## config.mk

```make
export PLATFORM = sky130hd
export DESIGN_NAME = registro_write_arbiter
export DESIGN_NICKNAME = d
export VERILOG_FILES = /design/src/rtl/registro_write_arbiter.sv
export SDC_FILE = /design/constraint.sdc
export NUM_CORES = 1
export LEC_CHECK = 0
export ABC_AREA = 1
export BUFFER_PORTS_ARGS = -buffer_cell sky130_fd_sc_hd__buf_2
export CORE_AREA = 2 2 64 66
export CTS_BUF_LIST = sky130_fd_sc_hd__clkbuf_2 sky130_fd_sc_hd__clkbuf_4 sky130_fd_sc_hd__clkbuf_8
export CTS_CLUSTER_SIZE = 30
export DETAILED_ROUTE_END_ITERATION = 8
export DIE_AREA = 0 0 66 68
export PLACE_DENSITY = 0.65
export SETUP_SLACK_MARGIN = 0.1
export SLEW_MARGIN = 20
export SYNTH_ARGS = -nofsm -noshare
export SYNTH_HDL_FRONTEND = slang
export SYNTH_SLANG_ARGS = --single-unit
export TNS_END_PERCENT = 20
```

## constraint.sdc

```tcl
create_clock -name CLK -period 4.9 [get_ports CLK]
set_input_delay 0.49 -clock CLK [delete_from_list [all_inputs] [get_ports CLK]]
set_output_delay 0.49 -clock CLK [all_outputs]
set_load 0.1 [all_outputs]
```

## src/rtl/registro_write_arbiter.sv

```systemverilog
// Round-robin write arbiter: one requester per arbitration drives D_BUS and a one-hot
// register enable for a single WRITE cycle, then the pointer advances past the winner.
`timescale 1ns/1ps
module registro_write_arbiter #(
    parameter int unsigned REGISTRO_WIDTH = 4,
    parameter int unsigned NUM_REQ        = 4,
    parameter int unsigned NUM_REGS       = 8,
    parameter int unsigned ADDR_WIDTH     = 3
) (
    input  logic                               CLK,
    input  logic                               RST,
    input  logic [NUM_REQ-1:0]                 REQ,
    input  logic [NUM_REQ*ADDR_WIDTH-1:0]      REQ_ADDR,
    input  logic [NUM_REQ*REGISTRO_WIDTH-1:0]  REQ_DATA,
    output logic [NUM_REQ-1:0]                 GNT,
    output logic [NUM_REGS-1:0]                EN_REG,
    output logic [REGISTRO_WIDTH-1:0]          D_BUS,
    output logic                               BUSY,
    output logic                               ERR
);

    localparam int unsigned PTR_W = (NUM_REQ > 1) ? $clog2(NUM_REQ) : 1;

    typedef enum logic {
        S_IDLE  = 1'b0,
        S_WRITE = 1'b1
    } state_t;

    state_t                    r_state;
    state_t                    w_state_nxt;

    logic [PTR_W-1:0]          r_ptr;
    logic [PTR_W-1:0]          r_idx;
    logic [NUM_REQ-1:0]        r_gnt;
    logic [NUM_REGS-1:0]       r_en;
    logic [REGISTRO_WIDTH-1:0] r_dbus;
    logic                      r_busy;
    logic                      r_err;

    logic [PTR_W-1:0]          w_ptr_nxt;
    logic [PTR_W-1:0]          w_idx_nxt;
    logic [NUM_REQ-1:0]        w_gnt_nxt;
    logic [NUM_REGS-1:0]       w_en_nxt;
    logic [REGISTRO_WIDTH-1:0] w_dbus_nxt;
    logic                      w_busy_nxt;
    logic                      w_err_nxt;

    logic                      w_found;
    logic [PTR_W-1:0]          w_win;
    logic [ADDR_WIDTH-1:0]     w_win_addr;
    logic [REGISTRO_WIDTH-1:0] w_win_data;

    logic [ADDR_WIDTH-1:0]     w_req_addr [NUM_REQ];
    logic [REGISTRO_WIDTH-1:0] w_req_data [NUM_REQ];

    // (base + off) mod NUM_REQ, valid for non power-of-two NUM_REQ as well
    function automatic logic [PTR_W-1:0] rr_slot(input logic [PTR_W-1:0] base,
                                                  input int unsigned     off);
        int unsigned s;
        s = 32'(base) + off;
        if (s >= NUM_REQ) s = s - NUM_REQ;
        return PTR_W'(s);
    endfunction

    for (genvar g = 0; g < NUM_REQ; g++) begin : g_unpack
        assign w_req_addr[g] = REQ_ADDR[g*ADDR_WIDTH +: ADDR_WIDTH];
        assign w_req_data[g] = REQ_DATA[g*REGISTRO_WIDTH +: REGISTRO_WIDTH];
    end

    // First set REQ bit searching from r_ptr upwards with wrap
    always_comb begin
        w_found = 1'b0;
        w_win   = '0;
        for (int unsigned k = 0; k < NUM_REQ; k++) begin
            if (!w_found && REQ[rr_slot(r_ptr, k)]) begin
                w_found = 1'b1;
                w_win   = rr_slot(r_ptr, k);
            end
        end
    end

    assign w_win_addr = w_req_addr[w_win];
    assign w_win_data = w_req_data[w_win];

    always_ff @(posedge CLK or posedge RST) begin
        if (RST) r_state <= S_IDLE;
        else     r_state <= w_state_nxt;
    end

    always_comb begin
        w_state_nxt = r_state;
        case (r_state)
            S_IDLE:  if (w_found) w_state_nxt = S_WRITE;
            S_WRITE: w_state_nxt = S_IDLE;
            default: w_state_nxt = S_IDLE;
        endcase
    end

    // Output values for the next cycle; the WRITE-cycle outputs are computed on entry
    always_comb begin
        w_ptr_nxt  = r_ptr;
        w_idx_nxt  = r_idx;
        w_gnt_nxt  = '0;
        w_en_nxt   = '0;
        w_dbus_nxt = r_dbus;
        w_busy_nxt = 1'b0;
        w_err_nxt  = 1'b0;
        case (r_state)
            S_IDLE: begin
                if (w_found) begin
                    w_idx_nxt  = w_win;
                    w_gnt_nxt  = NUM_REQ'(1) << w_win;
                    w_dbus_nxt = w_win_data;
                    w_busy_nxt = 1'b1;
                    if (32'(w_win_addr) < NUM_REGS) w_en_nxt  = NUM_REGS'(1) << w_win_addr;
                    else                            w_err_nxt = 1'b1;
                end
            end
            S_WRITE: w_ptr_nxt = rr_slot(r_idx, 1);
            default: ;
        endcase
    end

    always_ff @(posedge CLK or posedge RST) begin
        if (RST) begin
            r_ptr  <= '0;
            r_idx  <= '0;
            r_gnt  <= '0;
            r_en   <= '0;
            r_dbus <= '0;
            r_busy <= 1'b0;
            r_err  <= 1'b0;
        end else begin
            r_ptr  <= w_ptr_nxt;
            r_idx  <= w_idx_nxt;
            r_gnt  <= w_gnt_nxt;
            r_en   <= w_en_nxt;
            r_dbus <= w_dbus_nxt;
            r_busy <= w_busy_nxt;
            r_err  <= w_err_nxt;
        end
    end

    assign GNT    = r_gnt;
    assign EN_REG = r_en;
    assign D_BUS  = r_dbus;
    assign BUSY   = r_busy;
    assign ERR    = r_err;

endmodule

```

==> impl_metrics.csv, run 1 <==
group,metric,value,unit
floorplanning,die_h,68,microns
place,dpl.hpwl,2667,microns
route,drtIter0Drc,73,
grt,antenna_found_initial,0,
floorplanning,initial_core_util,38.51,%
sta,rsz0062_at_grt,"no",
cts,cts.clk_slew.worst_paths,0.08,ns
job,maxCapViolCount,0,
cts,cts-hold-fix-buffers,0,
worst_setup_path,critPathLaunch,"r_ptr[0]",
grt,track_usage,16.50,%
worst_setup_path,cp_num_buf_inv,2,
cts,cts_resized,0,
synthesis,synth_seq_cells,21,
sta,fin_skew,0.003528,ns
worst_setup_path,cp_top_family,"simple AND/OR/NAND/NOR gates",
worst_setup_path,worstPathArrival,2.84,ns
sta,tns,0,ns
cts,clock_sinks,21,
place,port_buffers,50,
sta,fmax,377.5,MHz
worst_setup_path,crit_chain,"inv_2, nand2_1, nand2_2, nand2_1, inv_1, nor2_1, nand3_2, nand3_2, nand2_1, nand2_1, nand2_1, nand2_1, nand2_1, nor2_1",
route,vias_per_cell,4.708,
finish,design_area,0.001762,sq mm
grt,gr-total-overflow,0,
worst_setup_path,crit_path_frequent_cell,"nand2_1",
cts,cts_inserted_buffers,3,
worst_setup_path,cp-end-kind,"register",
synthesis,syn_area,0.001485,sq mm
sta,period_share,54.06,%
cts,root_buffer,"clkbuf_8",
grt,grt_max_degree,22,
cts,htreeDepth,1,
sta,worstMarginPinSlew,0.7891,ns
synthesis,syn_nets,259,
route,vias,1502,
worst_setup_path,cp-start-kind,"register",
route,ant_nets,0,
route,drt_wl_total,3535,microns
finish,area_delta_synth_final,18.62,%
synthesis,synth.distinct_cells,18,
synthesis,syn_inst,225,
floorplanning,ios,52,
grt,grt_pass1_vias,1330,
sta,layout_min_cycle_time,2.649,ns
cts,cts_tree,"built",
synthesis,yosysWarnings,0,
floorplanning,die-area,0.004488,sq mm
grt,grt_pass1_wl,5809,microns
min_path,hold_path.class,"input port to async pin",
cts,cts_setup_buffers,0,
finish,num-nets-final,304,
finish,n_antenna_cell,0,
sta,hold_viol_final,0,
place,dp.cells,315,
route,routedWlPerCell,11.08,microns
cts,clock_latency,0.26,ns
worst_setup_path,crit_required,5.09,ns
synthesis,syn_area_per_cell,6.601,sq um
outcome,status,"finished, final reports clean",
sta,slew_violations,0,
place,gp_congestion,0.8222,
route,drc,0,
floorplanning,die_x,66,microns
route,first_pass_iters,4,
worst_setup_path,reg2reg_from,"r_ptr[0]",
finish,stdcell_count,319,
floorplanning,rows,23,
synthesis,seq_area_frac_synth,35.38,%
sta,setup_viol,0,
worst_setup_path,path_class,"register to register",
floorplanning,fp.coreArea,0.003856,sq mm
worst_setup_path,slowest_delay,0.57,ns
finish,nFillCells,448,
worst_setup_path,worstPathMaxFanout,21,
sta,slew-limit-headroom,47.33,%
finish,layout-drive-gt1-share,27.51,%
worst_setup_path,critPathSlowestCell,"dfrtp_1",
cts,clock_path_buffers,2,
place,place_area,0.001715,sq mm
[stage by stage]
stage          worst slack, ns  utilization, %  hold slack [ns]
6_report                 2.251           45.68           0.3680
5_1_grt                  2.003           45.68           0.4630
4_1_cts                  2.258           45.68           0.3910
3_5_place_dp             2.288           44.48           0.4617
3_3_place_gp             2.384           44.48           0.4611
2_1_floorplan            3.199               -           0.4665
[logic make-up (layout without fill, tap and decap cells)]
family	count (synthesis)	in the layout	share of synthesized area, %
AOI/OAI and AO/OA	4	4	1.348
xor gates and xnor gates	1	1	0.5898
buffers and inverters	36	80	12.13
DFF	21	21	35.38
other	1	1	0.2525
and+or+nand+nor	162	162	50.30
[synth_stat cells (all sizes together)]
cell   instances  area [sq um]
nand2        107         431.7
inv           26         97.59
nand3         23         140.1
dfrtp         21         525.5
nand4         18         112.6
nor2          12         52.55
buf           10         82.57
o21ai          4         20.02
nor3           2         10.01
conb           1         3.750
xnor2          1         8.760
[worst reg2reg max path, delay by kind of cell (launching register included)]
kind | cells | cell delay (ns)
AND/OR/NAND/NOR | 12 | 1.78
flip-flops | 1 | 0.57
buffers and inverters | 2 | 0.23
[final cells by class]
class | count | area (sq um) | share of cell area (%)
clock buffers | 3 | 41.29 | 2.344
clock inverters | 1 | 5.005 | 0.2841
inverters | 26 | 97.59 | 5.540
multi-input cells | 168 | 779.5 | 44.25
flip-flops and latches | 21 | 525.5 | 29.83
well taps | 50 | 62.56 | 3.551
repair buffers | 50 | 250.2 | 14.20
[sequential cells by signal, indices dropped and copies added (netlist names)]
name,count
r_idx,2
r_ptr,2
EN_REG,8
GNT,4
D_BUS,4
BUSY,1
[layer usage]
layer	GRT usage [%]	vias up	wire [microns]
met5	0	-	0
met4	5.612	0	52
met3	1.645	5	207
met2	26.26	60	1529
met1	23.50	641	1746
li1	-	796	-
[placed cells by master (no fill, tap or decap)]
master	n
nor2_1	11
nand3_2	5
o21ai_0	4
buf_2	50
nor2_4	1
nand2_2	9
conb_1	1
xnor2_1	1
inv_2	4
clkbuf_8	3
nand3_1	18
dfrtp_1	21
clkinv_2	1
nor3_1	2
nand2_1	97
nand2_4	1
inv_1	22
nand4_1	18
[worst paths after layout]
path / end / slack (ns) / cells after the start
max: EN_REG[6] / 2.25 / 14
min: GNT[3] / 0.37 / 2
max reg2reg: EN_REG[6] / 2.25 / 14
min reg2reg: D_BUS[3] / 0.48 / 2
max in group asynchronous: r_idx[0] / 4.04 / 2
min in group CLK: D_BUS[3] / 0.48 / 2
Power of run 1 is left out: the tool's default activity adds up to more than one toggle a clock period on the data nets, which glitch-free logic cannot reach.
==> inputs of run 2 (changes only) <==
ABC_AREA = 0   (was 1)
CORE_AREA = 2 2 56 58   (was 2 2 64 66)
DIE_AREA = 0 0 58 60   (was 0 0 66 68)
PLACE_DENSITY = 0.69   (was 0.65)
clock period = 2.5 ns   (was 4.9 ns; I/O delays follow)
==> impl_metrics.csv, run 2 <==
group,metric,value,unit
outcome,status,"finished, final reports clean",
grt,grt_pass1_vias,882,
finish,n_antenna_cell,0,
sta,hold_ws,0.06261,ns
job,maxCapViolCount,0,
sta,hold_viol_final,0,
cts,htreeDepth,1,
sta,slew-limit-headroom,49.12,%
power_and_ir_drop,p_sw,0.001022,W
cts,root_buffer,"clkbuf_4",
worst_setup_path,cp-end-kind,"register",
power_and_ir_drop,internal_power,0.0007896,W
synthesis,syn_nets,134,
floorplanning,fp.coreArea,0.002903,sq mm
cts,clock_path_buffers,2,
sta,fmax,493.6,MHz
synthesis,syn_area_per_cell,11.12,sq um
place,port_buffers,50,
cts,clock_latency,0.30,ns
cts,cts_resized,0,
finish,nFillCells,274,
sta,worstMarginPinSlew,0.7624,ns
sta,slew_violations,0,
power_and_ir_drop,swShare,56.43,%
place,gp_congestion,0.8132,
route,vias_per_cell,4.913,
grt,antenna_found_initial,0,
worst_setup_path,path_class,"register to register",
synthesis,synth_seq_cells,21,
sta,tns,0,ns
finish,final_common_cell,"buf_2",
finish,largest_reg_flops,8,
synthesis,synthFlopType,"dfrtp_1",
power_and_ir_drop,peakVddDrop,651.0,uV
cts,cts_tree,"built",
route,drt_wl_total,2308,microns
place,dpl.hpwl,1808,microns
grt,grt_pass1_wl,3808,microns
cts,clock_sinks,21,
cts,cts_setup_buffers,0,
route,drc,0,
synthesis,synth_area_leaders,"dfrtp_1 (47%), mux2i_1 (15%), mux2_2 (6.1%)",
grt,gr-total-overflow,0,
cts,cts-hold-fix-buffers,0,
finish,final_cell_mix,"buf_2 (50), dfrtp_1 (21), mux2i_1 (17), nor4_1 (8), o21ai_0 (8)",
route,drtIter0Drc,5,
synthesis,syn_area,0.001112,sq mm
finish,area_delta_synth_final,27.00,%
power_and_ir_drop,power_frac_clock,8.9,%
power_and_ir_drop,power_leakage,0.7611,nW
power_and_ir_drop,seq_power_share,28.5,%
synthesis,seq_area_frac_synth,47.24,%
worst_setup_path,worstPathMaxFanout,7,
synthesis,synth.most_common_cell,"dfrtp_1",
sta,layout_min_cycle_time,2.026,ns
floorplanning,initial_core_util,38.32,%
synthesis,syn_inst,100,
sta,fin_skew,0.003376,ns
floorplanning,die-area,0.003480,sq mm
sta,setup_viol,0,
cts,cts_inserted_buffers,3,
min_path,hold_path.class,"input port to async pin",
power_and_ir_drop,pwr-share-comb,62.6,%
floorplanning,die_h,60,microns
grt,grt_max_degree,22,
power_and_ir_drop,p_per_area,1283,mW/mm^2
synthesis,synth_top_area_cell,"dfrtp_1",
synthesis,synth-edff-count,0,
sta,rsz0062_at_grt,"no",
route,routedWlPerCell,12.54,microns
sta,period_share,81.04,%
floorplanning,die_x,58,microns
floorplanning,ios,52,
synthesis,yosysWarnings,0,
finish,layout-drive-gt1-share,45.03,%
route,first_pass_iters,3,
worst_setup_path,crit_required,2.69,ns
cts,cts.clk_slew.worst_paths,0.12,ns
synthesis,synth-async-reset-ratio,100.0,%
synthesis,synthTopCellsByCount,"dfrtp_1 (21), mux2i_1 (17), nor4_1 (8), o21ai_0 (8), nand2_1 (7)",
worst_setup_path,worstPathArrival,2.22,ns
synthesis,synth.top_cell.area_share,47.24,%
worst_setup_path,cp-start-kind,"register",
synthesis,synth.distinct_cells,23,
floorplanning,rows,20,
route,ant_nets,0,
finish,num-nets-final,186,
route,vias,904,
grt,track_usage,14.50,%
-- run 2: layout make-up --
class | instances | area (sq um) | area share [%]
Sequential cell | 21 | 525.5 | 37.20
Clock buffer | 3 | 22.52 | 1.594
Timing Repair Buffer | 52 | 265.3 | 18.78
Clock inverter | 1 | 5.005 | 0.3543
Inverter | 6 | 22.52 | 1.594
Tap cell | 33 | 41.29 | 2.923
Multi-Input combinational cell | 68 | 530.5 | 37.56
-- run 2: final timing paths --
path / startpoint / to / slack [ns] / cells after the start
max in group asynchronous: RST / GNT[2] / 1.96 / 2
min: RST / D_BUS[2] / 0.06 / 2
max: r_ptr[1] / EN_REG[0] / 0.47 / 5
max reg2reg: r_ptr[1] / EN_REG[0] / 0.47 / 5
min reg2reg: D_BUS[3] / D_BUS[3] / 0.50 / 2
min in group CLK: REQ_DATA[13] / D_BUS[1] / 0.39 / 4
-- run 2: metal layers --
layer	vias to the layer above	global-route usage (%)	part of all wire, %
li1	460	-	-
met1	416	16.01	40
met2	24	25.65	54
met3	4	3.030	3.8
met4	0	8.638	1.8
met5	-	0	0
-- run 2: worst max-delay path, stage by stage, from the launching register on --
cell	delay, ns
dfrtp_1	0.47
mux2_4	0.34
o221ai_4	0.33
mux2i_1	0.28
mux2i_1	0.17
nor4_1	0.34
-- run 2: logic make-up after synthesis --
logic type	count (synthesis)	share of synthesized area (%)
other cells	1	0.3371
compound gates	18	12.04
mux	25	24.07
xor+xnor	1	0.7875
simple gates	23	10.46
flops	21	47.24
buf+inv	11	5.062
-- run 2: metrics by stage --
stage | setup WS (ns) | util [%] | total power (W) | std cells | cell area (sq um)
3_3_place_gp | 0.5701 | 47.72 | 0.001641 | 180 | 1385
3_5_place_dp | 0.4782 | 47.72 | 0.001667 | 180 | 1385
2_1_floorplan | 0.5403 | - | 0.001484 | 100 | 1112
5_1_grt | 0.3006 | 48.66 | 0.001919 | 184 | 1413
6_report | 0.4740 | 48.66 | 0.001812 | 184 | 1413
4_1_cts | 0.4630 | 48.66 | 0.001832 | 184 | 1413
-- run 2: power groups by stage --
stage	clock (W)	combinational (W)	sequential [W]
global route	0.000185	0.00120	0.000531
global placement	0	0.00112	0.000518
floorplan	0	0.000417	0.00107
finish	0.000161	0.00113	0.000516
detailed placement	0	0.00114	0.000523
CTS	0.000171	0.00114	0.000517
(Power assumes the default switching activity.)
==> inputs of run 3 (changes only) <==
clock period = 2.02 ns   (was 2.5 ns; I/O delays follow)
==> impl_metrics.csv, run 3 (synthesis results as in run 2) <==
group,metric,value,unit
route,vias,967,
floorplanning,fp.coreArea,0.002903,sq mm
cts,cts-hold-fix-buffers,0,
job,maxCapViolCount,0,
sta,tns,0,ns
sta,slew_violations,0,
cts,cts_inserted_buffers,3,
floorplanning,die_h,60,microns
cts,clock_sinks,21,
worst_setup_path,timing.reg2reg.worst_path_depth,6,
cts,root_buffer,"clkbuf_4",
place,place_area,0.001401,sq mm
finish,final_cell_mix,"buf_2 (50), dfrtp_1 (19), mux2i_1 (9), o21ai_0 (8), nand2_1 (7)",
power_and_ir_drop,power_leakage,0.7897,nW
route,drc,0,
power_and_ir_drop,swShare,55.55,%
power_and_ir_drop,p_sw,0.001391,W
floorplanning,ios,52,
min_path,hold_path.class,"input port to async pin",
floorplanning,die-area,0.003480,sq mm
place,dp.cells,182,
place,dpl.hpwl,1891,microns
finish,area_delta_synth_final,41.51,%
power_and_ir_drop,pwr-share-comb,66.0,%
power_and_ir_drop,internal_power,0.001113,W
route,vias_per_cell,5.089,
worst_setup_path,worstPathMaxFanout,6,
grt,track_usage,16.47,%
cts,cts_tree,"built",
power_and_ir_drop,p_per_area,1591,mW/mm^2
worst_setup_path,worstPathArrival,2.23,ns
sta,worstMarginPinSlew,0.7933,ns
grt,grt_pass1_vias,944,
route,ant_nets,0,
cts,clock_path_buffers,2,
route,drt_wl_total,2720,microns
sta,period_share,99.73,%
finish,final_common_cell,"buf_2",
worst_setup_path,critPathSlowestCell,"dfrtp_2",
floorplanning,initial_core_util,38.32,%
sta,fin_skew,0.01382,ns
finish,largest_reg_flops,8,
place,port_buffers,50,
worst_setup_path,reg2reg_from,"r_ptr[1]",
power_and_ir_drop,power_frac_clock,8.4,%
cts,clock_latency,0.31,ns
power_and_ir_drop,peakVddDrop,754.9,uV
place,gp_congestion,0.8216,
finish,num-nets-final,192,
grt,gr-total-overflow,0,
cts,cts.clk_slew.worst_paths,0.13,ns
worst_setup_path,path_class,"register to register",
grt,grt_max_degree,22,
worst_setup_path,slowest_delay,0.46,ns
finish,stdcell_count,190,
sta,layout_min_cycle_time,2.014,ns
finish,design_area,0.001574,sq mm
floorplanning,die_x,58,microns
cts,htreeDepth,1,
sta,slew-limit-headroom,47.06,%
finish,n_antenna_cell,0,
route,first_pass_iters,5,
worst_setup_path,crit_path_frequent_cell,"mux2i_4",
worst_setup_path,cp-start-kind,"register",
worst_setup_path,timing.rr.end,"EN_REG[0]",
sta,hold_ws,0.01078,ns
sta,setup_viol,0,
sta,fmax,496.4,MHz
route,routedWlPerCell,14.32,microns
worst_setup_path,crit_required,2.23,ns
route,drtIter0Drc,16,
worst_setup_path,timing.reg2reg.setup_slack,0.006,ns
sta,hold_viol_final,0,
worst_setup_path,cp-end-kind,"register",
floorplanning,rows,20,
grt,grt_pass1_wl,4140,microns
power_and_ir_drop,seq_power_share,25.6,%
worst_setup_path,crit_chain,"mux2_4, o221ai_4, buf_4, mux2i_4, mux2i_4, nor4_2",
finish,layout-drive-gt1-share,57.32,%
grt,antenna_found_initial,0,
finish,fin_util,54.22,%
sta,rsz0062_at_grt,"yes",
outcome,status,"finished, final reports clean",
-- run 3: power groups by stage --
stage	Sequential (W)	Combinational [W]	Clock, W
after global routing	0.000663	0.00173	0.000234
after floorplan	0.00132	0.000516	0
after global placement	0.000642	0.00141	0
after detailed placement	0.000649	0.00144	0
final	0.000640	0.00165	0.000211
after CTS	0.000641	0.00161	0.000212
-- run 3: worst max-delay path: cells and delay by family (launching register included) --
family / cells / cell delay (ns)
muxes: 3 / 0.72
DFF: 1 / 0.46
buffers and inverters: 1 / 0.19
AOI/OAI and AO/OA: 1 / 0.27
and+or+nand+nor: 1 / 0.28
-- run 3: worst max-delay path by stage --
stage                        start         to  slack, ns
after floorplan           r_ptr[1]  EN_REG[4]       0.18
after global placement    r_ptr[1]  EN_REG[7]       0.06
after detailed placement  r_ptr[1]  EN_REG[4]      -0.05
after CTS                 r_ptr[1]  EN_REG[5]       0.02
after global routing      r_ptr[1]  EN_REG[3]      -0.07
final                     r_ptr[1]  EN_REG[0]      0.006
-- run 3: routing by layer --
metal  up-vias  wire length (microns)  global-route usage, %
met4         0                     55                  9.302
met2        27                   1554                  30.19
met5         -                      0                      0
li1        468                      -                      -
met1       468                    976                  17.08
met3         4                    134                  4.113
-- run 3: repair_timing --
item	CTS	global route
pin swaps	3	1
gates cloned	0	0
endpoints found under the hold margin	0	0
gates resized for setup	19	4
buffers inserted	4	0
setup endpoints to repair	12	12
-- run 3: layout make-up --
type,count,area [sq um]
timing repair buffer,58,317.8
clock buffer,3,22.52
sequential,21,528.0
clock inverter,1,5.005
tap,33,41.29
multi-input combinational,68,636.9
inverter,6,22.52
fill,251,1329
-- run 3: through the flow --
step | setup slack (ns) | power (W)
after floorplan | 0.1796 | 0.001838
after global placement | 0.05978 | 0.002053
after detailed placement | -0.05084 | 0.002091
after CTS | 0.01983 | 0.002464
after global routing | -0.06787 | 0.002624
final | 0.005550 | 0.002504
